**src/rtl/isa_dma_pkg.sv**
```systemverilog
// isa_dma_pkg: shared types for the ISA DMA arbiter.
// FSM states, channel count, direction encodings.
package isa_dma_pkg;

  localparam int NUM_CH = 4;

  localparam logic DIR_IOR = 1'b0;
  localparam logic DIR_IOW = 1'b1;

  typedef logic [1:0] chan_t;

  typedef enum logic [2:0] {
    S_IDLE,
    S_ARB,
    S_FETCH,
    S_BUSREQ,
    S_SETUP,
    S_STROBE,
    S_HOLD,
    S_RELEASE
  } state_t;

endpackage

```
**src/rtl/dma_drq_sync.sv**
```systemverilog
// dma_drq_sync: multi-flop synchroniser for the raw DRQ lines.
// Every bit is independent; all flops clear on reset.
module dma_drq_sync #(
  parameter int WIDTH  = 4,
  parameter int STAGES = 2
) (
  input  logic             sys_clock,
  input  logic             reset_n,
  input  logic [WIDTH-1:0] d,
  output logic [WIDTH-1:0] q
);

  logic [STAGES-1:0][WIDTH-1:0] ff;

  // shift the raw inputs through STAGES flops
  always_ff @(posedge sys_clock or negedge reset_n) begin
    if (!reset_n) begin
      ff <= '0;
    end else begin
      ff <= {ff[STAGES-2:0], d};
    end
  end

  assign q = ff[STAGES-1];

endmodule

```
**src/rtl/isa_dma_arbiter.sv**
```systemverilog
// isa_dma_arbiter: four-channel single-mode ISA DMA arbiter/sequencer.
// Define DMA_ROUND_ROBIN_EN for rotating priority (default: ch0 highest).
module isa_dma_arbiter
  import isa_dma_pkg::*;
#(
  parameter int DATA_W        = 16,
  parameter int LEN_W         = 16,
  parameter int SYNC_STAGES   = 2,
  parameter int SETUP_CYCLES  = 1,
  parameter int STROBE_CYCLES = 3
) (
  input  logic              sys_clock,
  input  logic              reset_n,
  input  logic [3:0]        drq,
  input  logic              cfg_wr,
  input  logic [1:0]        cfg_chan,
  input  logic [LEN_W-1:0]  cfg_len,
  input  logic              cfg_dir,
  output logic              cfg_err,
  output logic              bus_req,
  input  logic              bus_gnt,
  output logic              wr_req,
  input  logic              wr_valid,
  input  logic [DATA_W-1:0] wr_data,
  output logic              rd_valid,
  output logic [DATA_W-1:0] rd_data,
  output logic [1:0]        xfer_chan,
  input  logic [DATA_W-1:0] d_in,
  output logic [DATA_W-1:0] d_out,
  output logic              d_oe,
  output logic              aen,
  output logic [3:0]        dack_n,
  output logic              ior_n,
  output logic              iow_n,
  output logic [3:0]        tc
);

  localparam logic [7:0] SETUP_LAST  = 8'(SETUP_CYCLES - 1);
  localparam logic [7:0] STROBE_LAST = 8'(STROBE_CYCLES - 1);

  state_t              state;
  logic [7:0]          cyc;
  logic [LEN_W-1:0]    count [NUM_CH];
  logic [NUM_CH-1:0]   dir_q;
  logic [NUM_CH-1:0]   drq_s;
  logic [NUM_CH-1:0]   pending;
  chan_t               winner;
  logic                found;
  logic                cfg_hit;
  logic                xdir;
`ifdef DMA_ROUND_ROBIN_EN
  chan_t               last;
`endif

  dma_drq_sync #(
    .WIDTH  (NUM_CH),
    .STAGES (SYNC_STAGES)
  ) u_sync (
    .sys_clock (sys_clock),
    .reset_n   (reset_n),
    .d         (drq),
    .q         (drq_s)
  );

  // a channel competes only while it requests and has work left
  always_comb begin
    for (int i = 0; i < NUM_CH; i++) begin
      pending[i] = drq_s[i] && (count[i] != '0);
    end
  end

  // pick the winner among pending channels
  always_comb begin
    chan_t idx;
    winner = '0;
    found  = 1'b0;
    for (int i = 0; i < NUM_CH; i++) begin
`ifdef DMA_ROUND_ROBIN_EN
      idx = last + chan_t'(i) + 2'd1;
`else
      idx = chan_t'(i);
`endif
      if (!found && pending[idx]) begin
        winner = idx;
        found  = 1'b1;
      end
    end
  end

  // config writes to the channel being (or about to be) served are refused
  always_comb begin
    cfg_hit = 1'b0;
    if (cfg_wr) begin
      if (state == S_ARB) begin
        cfg_hit = found && (cfg_chan == winner);
      end else if (state != S_IDLE) begin
        cfg_hit = (cfg_chan == xfer_chan);
      end
    end
  end

  assign xdir = dir_q[xfer_chan];

  // sequencer FSM with registered bus outputs and per-channel counts
  always_ff @(posedge sys_clock or negedge reset_n) begin
    if (!reset_n) begin
      state     <= S_IDLE;
      cyc       <= '0;
      dir_q     <= '0;
      for (int i = 0; i < NUM_CH; i++) begin
        count[i] <= '0;
      end
      cfg_err   <= 1'b0;
      bus_req   <= 1'b0;
      wr_req    <= 1'b0;
      rd_valid  <= 1'b0;
      rd_data   <= '0;
      xfer_chan <= '0;
      d_out     <= '0;
      d_oe      <= 1'b0;
      aen       <= 1'b0;
      dack_n    <= 4'hF;
      ior_n     <= 1'b1;
      iow_n     <= 1'b1;
      tc        <= '0;
`ifdef DMA_ROUND_ROBIN_EN
      last      <= chan_t'(NUM_CH - 1);
`endif
    end else begin
      rd_valid <= 1'b0;
      tc       <= '0;
      cfg_err  <= cfg_hit;
      if (cfg_wr && !cfg_hit) begin
        count[cfg_chan] <= cfg_len;
        dir_q[cfg_chan] <= cfg_dir;
      end
      unique case (state)
        S_IDLE: begin
          if (|pending) state <= S_ARB;
        end
        S_ARB: begin
          if (found) begin
            xfer_chan <= winner;
`ifdef DMA_ROUND_ROBIN_EN
            last      <= winner;
`endif
            if (dir_q[winner] == DIR_IOW) begin
              wr_req <= 1'b1;
              state  <= S_FETCH;
            end else begin
              bus_req <= 1'b1;
              state   <= S_BUSREQ;
            end
          end else begin
            state <= S_IDLE;
          end
        end
        S_FETCH: begin
          if (wr_valid) begin
            d_out   <= wr_data;
            wr_req  <= 1'b0;
            bus_req <= 1'b1;
            state   <= S_BUSREQ;
          end
        end
        S_BUSREQ: begin
          if (bus_gnt) begin
            aen               <= 1'b1;
            dack_n[xfer_chan] <= 1'b0;
            d_oe              <= (xdir == DIR_IOW);
            cyc               <= SETUP_LAST;
            state             <= S_SETUP;
          end
        end
        S_SETUP: begin
          if (cyc == '0) begin
            if (xdir == DIR_IOW) iow_n <= 1'b0;
            else                 ior_n <= 1'b0;
            cyc   <= STROBE_LAST;
            state <= S_STROBE;
          end else begin
            cyc <= cyc - 8'd1;
          end
        end
        S_STROBE: begin
          if (cyc == '0) begin
            ior_n <= 1'b1;
            iow_n <= 1'b1;
            if (xdir == DIR_IOR) begin
              rd_data  <= d_in;
              rd_valid <= 1'b1;
            end
            state <= S_HOLD;
          end else begin
            cyc <= cyc - 8'd1;
          end
        end
        S_HOLD: begin
          dack_n  <= 4'hF;
          aen     <= 1'b0;
          d_oe    <= 1'b0;
          bus_req <= 1'b0;
          count[xfer_chan] <= count[xfer_chan] - LEN_W'(1);
          if (count[xfer_chan] == LEN_W'(1)) tc[xfer_chan] <= 1'b1;
          state <= S_RELEASE;
        end
        S_RELEASE: begin
          state <= S_IDLE;
        end
        default: state <= S_IDLE;
      endcase
    end
  end

endmodule

```
**config.mk**
```make
export PLATFORM = sky130hd
export DESIGN_NAME = isa_dma_arbiter
export DESIGN_NICKNAME = d
export VERILOG_FILES = /design/src/rtl/isa_dma_pkg.sv /design/src/rtl/dma_drq_sync.sv /design/src/rtl/isa_dma_arbiter.sv
export SDC_FILE = /design/constraint.sdc
export NUM_CORES = 1
export LEC_CHECK = 0
export ABC_AREA = 0
export CAP_MARGIN = 40
export CELL_PAD_IN_SITES_DETAIL_PLACEMENT = 0
export CELL_PAD_IN_SITES_GLOBAL_PLACEMENT = 1
export CORE_MARGIN = 10
export CORE_UTILIZATION = 43
export CTS_CLUSTER_DIAMETER = 60
export CTS_CLUSTER_SIZE = 24
export DETAILED_ROUTE_END_ITERATION = 8
export PLACE_DENSITY_LB_ADDON = 0.1
export SLEW_MARGIN = 30
export SYNTH_ARGS = -nofsm -noshare
export SYNTH_HDL_FRONTEND = slang
export SYNTH_SLANG_ARGS = --single-unit
```
**constraint.sdc**
```tcl
create_clock -name sys_clock -period 3 [get_ports sys_clock]
set_input_delay 0.9 -clock sys_clock [delete_from_list [all_inputs] [get_ports sys_clock]]
set_output_delay 0.9 -clock sys_clock [all_outputs]
set_load 0.02 [all_outputs]
```
# == Word level (Yosys, flattened, before mapping) ==
# Index checks and enable logic that the tools add are counted.
# totals
reg_bits,137
out_inout_bits,50
in_bits,60
wordCells,167
# op_classes
n_bitwise,5
mux,68
eq_ne,21
n_lt_le_gt_ge,9
n_reduce_logical,40
add_sub_neg,2
# op_table
cell,n
bitwise mux 64 bit,2
2-to-1 mux 64 bit,2
demux 16 bit (select 2 bit),2
2-to-1 mux 16 bit,4
nonzero test 16 bit,4
binary-select mux 16 bit (select 2 bit),1
2-to-1 mux 1 bit,29
2-to-1 mux 8 bit,3
case mux 3 bit (8 select lines),1
case mux 8 bit (3 select lines),1
"!= test 2 bit, second input constant",10
2-to-1 mux 3 bit,6
"equality test 16 x 1 -> 1 bit, second input constant",1
AND reduction 4 bit,4
"subtractor 16 x 1 -> 16 bit, second input constant",1
logical AND 1 bit,13
"equality test 3 bit, second input constant",4
2-to-1 mux 4 bit,3
case mux 1 bit (2 select lines),5
"less-than comparator 2 x 3 -> 1 bit, second input constant",3
nonzero test 3 bit,3
zero test 8 bit,1
case mux 4 bit (2 select lines),1
"subtractor 8 x 1 -> 8 bit, second input constant",1
23 further kinds,40

# == Depth between registers and ports, before layout ==
# Gate-level depths: netlist of run 1.
# depth
ltp_word,21
ltp_mapped,9
ltp_nobuf,8

# == By module ==
# From an unflattened synthesis of run 1, not the netlist that was laid out.
# unflattened
cells_unflattened,578
hier_area_um2,6906.6
# modules_own_cells
module,seq_area_each_um2,n_inst,area_per_inst_um2,cells_per_inst
isa_dma_arbiter,3235.6,1,6676.4,566
dma_drq_sync,200.2,1,230.2,12

# == Worst setup path after synthesis of run 1 ==
# OpenSTA, ideal clock, no wires.
# synth_timing
path_type,reg-to-reg
start,reg xfer_chan[0]
end,reg rd_data[10]
path_slack_ps,188
path_stages_with_launch,7
arrival_ps,2687
period_less_slack_ps,2812
t_required_ps,2875
path_buffers,3
setup_ps,125
path_cell_list,dfrtp_1 clkbuf_1 buf_1 mux4_2 nor2_1 buf_2 mux2_2
# synth_via
elab_chain_cells,4
# synth_rtl
element,line,rtl
"start, declared",isa_dma_arbiter.sv:27,"output logic [1:0] xfer_chan,"
"start signal, assigned",isa_dma_arbiter.sv:143,xfer_chan <= winner;
binary-select mux 1 bit (select 2 bit),isa_dma_arbiter.sv:102,assign xdir = dir_q[xfer_chan];
2-to-1 mux 1 bit (not written as such),isa_dma_arbiter.sv:102,
inverter 1 bit (no line),n/a,
AND reduction 3 bit (no line),n/a,
"end signal, assigned",isa_dma_arbiter.sv:190,rd_data <= d_in;
"end, declared",isa_dma_arbiter.sv:26,"output logic [DATA_W-1:0] rd_data,"
# No other way between the ends. The select of a mux whose other input is x is not followed.
# A chain may end at the register's enable or synchronous reset.

# == Final worst setup path of run 1 ==
# layout_timing
start,reg xfer_chan[0]
end,out xfer_chan[0]
# No word-level cell between the ends.

==> impl_metrics.env, run 1 <==
export IMPL_status="complete, no violations"
export IMPL_antenna_found_initial=0
export IMPL_synthFlopType="dfrtp_1"
export IMPL_post_dp_hpwl_mm=13.8
export IMPL_leakage_nw=3.68
export IMPL_relSlewSlack_pct=62.3
export IMPL_ff_latch_area_um2=3440
export IMPL_finalSetupViolations=0
export IMPL_comb_power_share_pct=43.7
export IMPL_hold_start="u_sync.ff[3]$_DFF_PN0_"
export IMPL_p_seq_share_pct=34.7
export IMPL_grt_pass1_wl_mm=30.5
export IMPL_synth_edf_count=0
export IMPL_fp_row_count=46
export IMPL_core_area_um2=15800
export IMPL_dieHeight_um=147
export IMPL_final_util_pct=57.2
export IMPL_grt_max_degree=57
export IMPL_ios=110
export IMPL_die_w_um=147
export IMPL_min_delay_path_class="reg2reg"
export IMPL_clk_path_buf_depth=2
export IMPL_synth_nets=635
export IMPL_startpoint_type="register"
export IMPL_drcViolationCount=0
export IMPL_final_nets=771
export IMPL_worstPathRequired_ns=2.10
export IMPL_endpoint_kind="primary output"
export IMPL_maxCapViolCount=0
export IMPL_worstPathArrival_ns=1.98
export IMPL_cts_max_level=4
export IMPL_peakVddDrop_mv=0.558
export IMPL_synth_seq_cells=137
export IMPL_initial_core_util_pct=43.8
export IMPL_placed_cells=904
export IMPL_fin_cells=937
export IMPL_track_usage_pct=17.5
export IMPL_final_max_slew_viol_count=0
export IMPL_period_needed_ns=2.88
export IMPL_startpoint="xfer_chan[0]$_DFFE_PN0P_"
export IMPL_period_share_pct=96.1
export IMPL_power_frac_clock_pct=21.7
export IMPL_synth_seq_area_share_pct=49.5
export IMPL_hold_viol_final=0
export IMPL_p_int_mw=6.11
export IMPL_grt_setup_unrepaired="false"
export IMPL_syn_area_per_cell_um2=12.1
export IMPL_multi_input_area_um2=3330
export IMPL_area_delta_synth_final_pct=30.4
export IMPL_worstSetupPathType="reg2out"
export IMPL_wl_mm=18.9
export IMPL_p_per_area_nw_per_um2=1090
export IMPL_detail_route_antenna_nets=0
export IMPL_regToRegStartpoint="count[51]$_DFF_PN0_"
export IMPL_netlist_area_um2=6940
export IMPL_p_sw_share_pct=38.2
export IMPL_place_gp_congestion=0.879
export IMPL_vias_per_cell=5.48
export IMPL_insertion_delay_ns=0.42
export IMPL_p_sw_mw=3.78
export IMPL_tns_ns=0
export IMPL_worst_pin_slew_ns=0.558
export IMPL_numCtsBuffers=17
export IMPL_cts_root_buf="clkbuf_16"
export IMPL_yosysUniqueCellTypes=59
export IMPL_diodes=0
export IMPL_ctsHoldBuffers=0
export IMPL_port_buffers=109
export IMPL_path_clk_slew_ns=0.06
export IMPL_finalClockSkew_ns=0.00724
export IMPL_grt_overflow_total=0
export IMPL_wire_per_inst_um=20.1
export IMPL_grt_pass1_vias=5335
export IMPL_dieArea_um2=21600
export IMPL_max_freq_mhz=347
export IMPL_yosysWarnings=0
export IMPL_synthArstFlopShare_pct=100
export IMPL_drive_gt1_share_pct=20.0
export IMPL_hold_ws_ns=0.349
export IMPL_cts_tree="built"
export IMPL_nFillCells=1330
export IMPL_cts_sinks=137
export IMPL_first_pass_iters=5
export IMPL_vias=5133
export IMPL_first_iter_violations=327
export IMPL_synthCells=572
export IMPL_critical_path_max_fanout=11
==> worst paths after layout <==
kind / endpoint / slack, ns / cells after the start
max reg2reg: count[51]$_DFF_PN0_ / 0.16 / 7
min reg2reg: u_sync.q[3]$_DFF_PN0_ / 0.35 / 0
min in group asynchronous: cyc[5]$_DFFE_PN0P_ / 0.43 / 1
max: xfer_chan[0] / 0.12 / 2
min: u_sync.q[3]$_DFF_PN0_ / 0.35 / 0
max in group asynchronous: xfer_chan[1]$_DFFE_PN0P_ / 1.82 / 2
==> power by group through the flow <==
| stage | Sequential (mW) | Clock [mW] | Combinational (mW) |
|---|---|---|---|
| 5_1_grt | 3.55 | 2.25 | 4.73 |
| 6_report | 3.43 | 2.14 | 4.32 |
| 3_3_place_gp | 3.42 | 0 | 4.24 |
| 2_1_floorplan | 3.48 | 0 | 2.58 |
| 4_1_cts | 3.42 | 2.18 | 4.36 |
| 3_5_place_dp | 3.45 | 0 | 4.33 |
==> synth_stat cells (2+ instances only) <==
cell | instances | area, um2
dfrtp_1 | 131 | 3280
mux2i_1 | 94 | 941
nand2_1 | 52 | 195
mux2_2 | 44 | 495
nor2_1 | 32 | 120
o21ai_0 | 26 | 130
nor3_1 | 14 | 70.1
mux4_2 | 13 | 293
or4_1 | 13 | 97.6
a21oi_1 | 11 | 55.1
xnor2_1 | 11 | 96.3
clkbuf_1 | 10 | 37.5
xor2_1 | 10 | 87.6
inv_1 | 9 | 33.8
nor4_1 | 9 | 56.3
buf_2 | 7 | 35.0
o21ai_1 | 7 | 35.0
dfstp_2 | 6 | 158
mux2_1 | 6 | 67.6
nand2b_1 | 6 | 37.5
nand3_1 | 6 | 30.0
or3_1 | 4 | 25.0
ha_1 | 3 | 37.5
mux4_4 | 3 | 75.1
o41ai_1 | 3 | 26.3
a2111oi_4 | 2 | 55.1
buf_1 | 2 | 7.51
buf_6 | 2 | 22.5
nand3b_1 | 2 | 15.0
nand4_1 | 2 | 12.5
nor2b_1 | 2 | 12.5
nor4_2 | 2 | 25.0
o41a_1 | 2 | 22.5
==> critical path, stage by stage (launching register included) <==
cell and delay [ns]:
dfrtp_1 0.70, buf_4 0.25, clkdlybuf4s50_1 0.61
==> kinds of logic (layout without fill, tap and decap cells) <==
logic type,count (synthesis),count (layout),share of synthesized area (%)
mux,161,161,27.3
compound gates,65,65,6.54
flops,137,137,49.5
simple gates,151,151,10.8
fa+ha+maj,3,3,0.541
xor+xnor,21,21,2.65
buf+inv,34,183,2.63
==> layout make-up <==
class                   count  share of cell area [%]
repair buffers            142                    15.2
inverters                   9                   0.373
clock inverters            12                    1.56
well taps                 216                    2.99
clock buffers              20                    5.15
flip-flops and latches    137                    38.0
multi-input cells         401                    36.7
==> per-stage QoR <==
| stage | total power, mW | setup slack (ns) | instance area [um2] |
|---|---|---|---|
| global placement | 7.66 | 0.196 | 8440 |
| global route | 10.5 | 0.0157 | 9050 |
| detailed placement | 7.78 | 0.114 | 8440 |
| finish | 9.89 | 0.118 | 9050 |
| floorplan | 6.06 | 0.188 | 6940 |
| CTS | 9.96 | 0.0514 | 9040 |
==> per-layer routing <==
metal	vias up	part of all wire (%)	wire length, um	GRT usage, %
met3	14	5.2	982	3.99
met5	-	0	0	0
li1	2380	-	-	-
met4	0	1.1	203	4.96
met1	2602	46	8720	23.8
met2	137	47	8940	27.5
==> cells in the final DEF, fill, tap and decap left out, drive strengths merged, types with 2 or more instances in the layout <==
cell           instances
dfrtp                131
clkdlybuf4s50        108
mux2i                 94
nand2                 52
mux2                  50
buf                   34
nor2                  33
o21ai                 33
clkbuf                20
mux4                  17
nor3                  14
or4                   14
xnor2                 11
a21oi                 11
inv                   11
nor4                  11
xor2                  10
nand3                  6
nand2b                 6
dfstp                  6
or3                    4
clkinvlp               4
clkinv                 4
o41ai                  3
ha                     3
o41a                   3
nand4                  2
nor2b                  2
a2111oi                2
nand3b                 2
bufinv                 2
a31oi                  2
==> registers in the layout, indices dropped and copies added (netlist names), 2 cells and up <==
| signal | cells |
|---|---|
| cyc | 8 |
| state | 3 |
| u_sync.q | 4 |
| dir_q | 4 |
| rd_data | 16 |
| u_sync.ff | 4 |
| d_out | 16 |
| count | 64 |
| tc | 4 |
| xfer_chan | 2 |
| dack_n | 4 |
==> what timing repair did <==
action | 4_1_cts | 5_1_grt
buffers inserted | 0 | 1
resized for setup | 0 | 1
endpoints found under the setup margin | 0 | 11
endpoints found under the hold margin | 0 | 0
Note: power is estimated with default switching activity, not from simulation.
==> run 2, diff against run 1 <==
- GPL_TIMING_DRIVEN: unset -> 0
==> run 2 against run 1 <==
Register-to-register slack worse by 0.07 ns. Power is 0.30% higher. Die area stayed put. Via count is 2.1% higher. Cell area is 0.73% higher. Sequential share of layout area is 0.28 points lower. Non-clock buffer count is 2 higher. Clock skew is 0.00056 ns higher. First-iteration DRC count is 5.5% higher.
==> impl_metrics.env, run 2 (synthesis results as in run 1) <==
export IMPL_status="complete, no violations"
export IMPL_vias_per_cell=5.59
export IMPL_r2r_slack_ns=0.09
export IMPL_worstSetupPathType="reg2reg"
export IMPL_initial_core_util_pct=43.8
export IMPL_grt_pass1_wl_mm=32.1
export IMPL_p_per_area_nw_per_um2=1090
export IMPL_worstPathRequired_ns=3.27
export IMPL_finalClockSkew_ns=0.00780
export IMPL_slowest_delay_ns=0.57
export IMPL_critPathBufInv=2
export IMPL_antenna_found_initial=0
export IMPL_clk_path_buf_depth=2
export IMPL_finish_instance_area_um2=9120
export IMPL_dieArea_um2=21600
export IMPL_core_area_um2=15800
export IMPL_placed_cells=902
export IMPL_place_gp_congestion=0.918
export IMPL_drive_gt1_share_pct=19.7
export IMPL_startpoint_type="register"
export IMPL_final_max_slew_viol_count=0
export IMPL_cts_root_buf="clkbuf_16"
export IMPL_numCtsBuffers=17
export IMPL_fp_row_count=46
export IMPL_track_usage_pct=18.7
export IMPL_maxCapViolCount=0
export IMPL_area_delta_synth_final_pct=31.4
export IMPL_path_clk_slew_ns=0.06
export IMPL_max_freq_mhz=343
export IMPL_reg_top3="count (64), d_out (16), rd_data (16)"
export IMPL_final_nets=773
export IMPL_drcViolationCount=0
export IMPL_worst_pin_slew_ns=0.707
export IMPL_critical_path_max_fanout=8
export IMPL_largest_register="count"
export IMPL_detail_route_antenna_nets=0
export IMPL_final_cell_mix="130 x dfrtp_1, 107 x clkdlybuf4s50_1, 93 x mux2i_1"
export IMPL_cts_tree="built"
export IMPL_path_delay_family="compound AO/OA/AOI/OAI gates"
export IMPL_fin_cells=938
export IMPL_worstPathArrival_ns=3.18
export IMPL_leakage_nw=3.68
export IMPL_die_w_um=147
export IMPL_grt_overflow_total=0
export IMPL_final_common_cell="dfrtp_1"
export IMPL_wl_mm=20.0
export IMPL_critPathMostFrequentCell="buf_4"
export IMPL_largest_reg_flops=64
export IMPL_port_buffers=108
export IMPL_peakVddDrop_mv=0.503
export IMPL_worst_path_max_delay_cell="or4_4"
export IMPL_grt_max_degree=88
export IMPL_vias=5241
export IMPL_final_util_pct=57.6
export IMPL_nFillCells=1338
export IMPL_diodes=0
export IMPL_hold_viol_final=0
export IMPL_ff_latch_area_um2=3440
export IMPL_dpl_cell_area_um2=8390
export IMPL_relSlewSlack_pct=52.8
export IMPL_first_iter_violations=345
export IMPL_finalSetupViolations=0
export IMPL_crit_path_cell_trace="or4_4 > o41a_1 > buf_4 > a2111oi_4 > buf_4 > mux2_2 > nand2_1 > o21ai_0"
export IMPL_insertion_delay_ns=0.41
export IMPL_cts_max_level=4
export IMPL_cts_sinks=137
export IMPL_post_dp_hpwl_mm=15.0
export IMPL_grt_setup_unrepaired="false"
export IMPL_multi_input_area_um2=3390
export IMPL_min_delay_path_class="reg2reg"
export IMPL_first_pass_iters=5
export IMPL_dieHeight_um=147
export IMPL_ios=110
export IMPL_period_needed_ns=2.91
export IMPL_wire_per_inst_um=21.3
export IMPL_endpoint_kind="register"
export IMPL_period_share_pct=97.1
export IMPL_grt_pass1_vias=5597
==> run 2: what timing repair did <==
action	CTS	global route
hold buffers	0	0
endpoints found under the setup margin	74	42
gates resized for setup	8	18
pin swaps	1	1
buffers inserted	3	3
==> run 2: area by class of cell <==
type                    count  share of cell area (%)
clock buffers              24                    5.50
inverters                   9                   0.370
plain buffers              24                    1.95
clock inverters             7                   0.988
well taps                 216                    2.96
repair buffers            120                    13.4
flip-flops and latches    137                    37.7
multi-input cells         401                    37.1
==> run 2: power breakdown <==
group	total, mW	internal, mW	switching, mW	leakage [nW]
Combinational	4.46	2.08	2.38	1.74
Clock	2.09	1.33	0.762	0.288
Sequential	3.37	2.70	0.666	1.66
==> run 2: final timing paths <==
kind	startpoint	depth (start not counted)	endpoint
setup / recovery	count[51]$_DFF_PN0_	8	count[51]$_DFF_PN0_
hold / removal	u_sync.ff[3]$_DFF_PN0_	0	u_sync.q[3]$_DFF_PN0_
setup reg to reg	count[51]$_DFF_PN0_	8	count[51]$_DFF_PN0_
hold reg to reg	u_sync.ff[3]$_DFF_PN0_	0	u_sync.q[3]$_DFF_PN0_
max in group asynchronous	reset_n	2	count[62]$_DFF_PN0_
min in group asynchronous	reset_n	1	cyc[4]$_DFFE_PN0P_
==> run 2: per-layer routing <==
metal	part of all wire, %	wire, um	global-route usage (%)
met1	45	8950	24.4
met2	48	9520	29.9
met3	5.3	1070	4.30
met4	2.2	432	6.54
met5	0	0	0
==> run 2: through the flow <==
stage               total power, mW  TNS [ns]  hold WS (ns)  setup slack, ns
floorplan                      6.06         0         0.331            0.188
detailed placement             7.70    -15.90         0.335           -0.461
global placement               7.54   -608.72         0.336            -4.36
global route                   10.5         0         0.351          0.00540
finish                         9.92         0         0.347           0.0884
CTS                            9.86         0         0.348           0.0263
==> run 3, diff against run 2 <==
- ABC_CLOCK_PERIOD_IN_PS: unset -> 3000
- GPL_ROUTABILITY_DRIVEN: unset -> 0
- HOLD_SLACK_MARGIN: unset -> 0.08
==> results of run 3 <==
Final layout, timing and power as in run 2 (identical DEF).
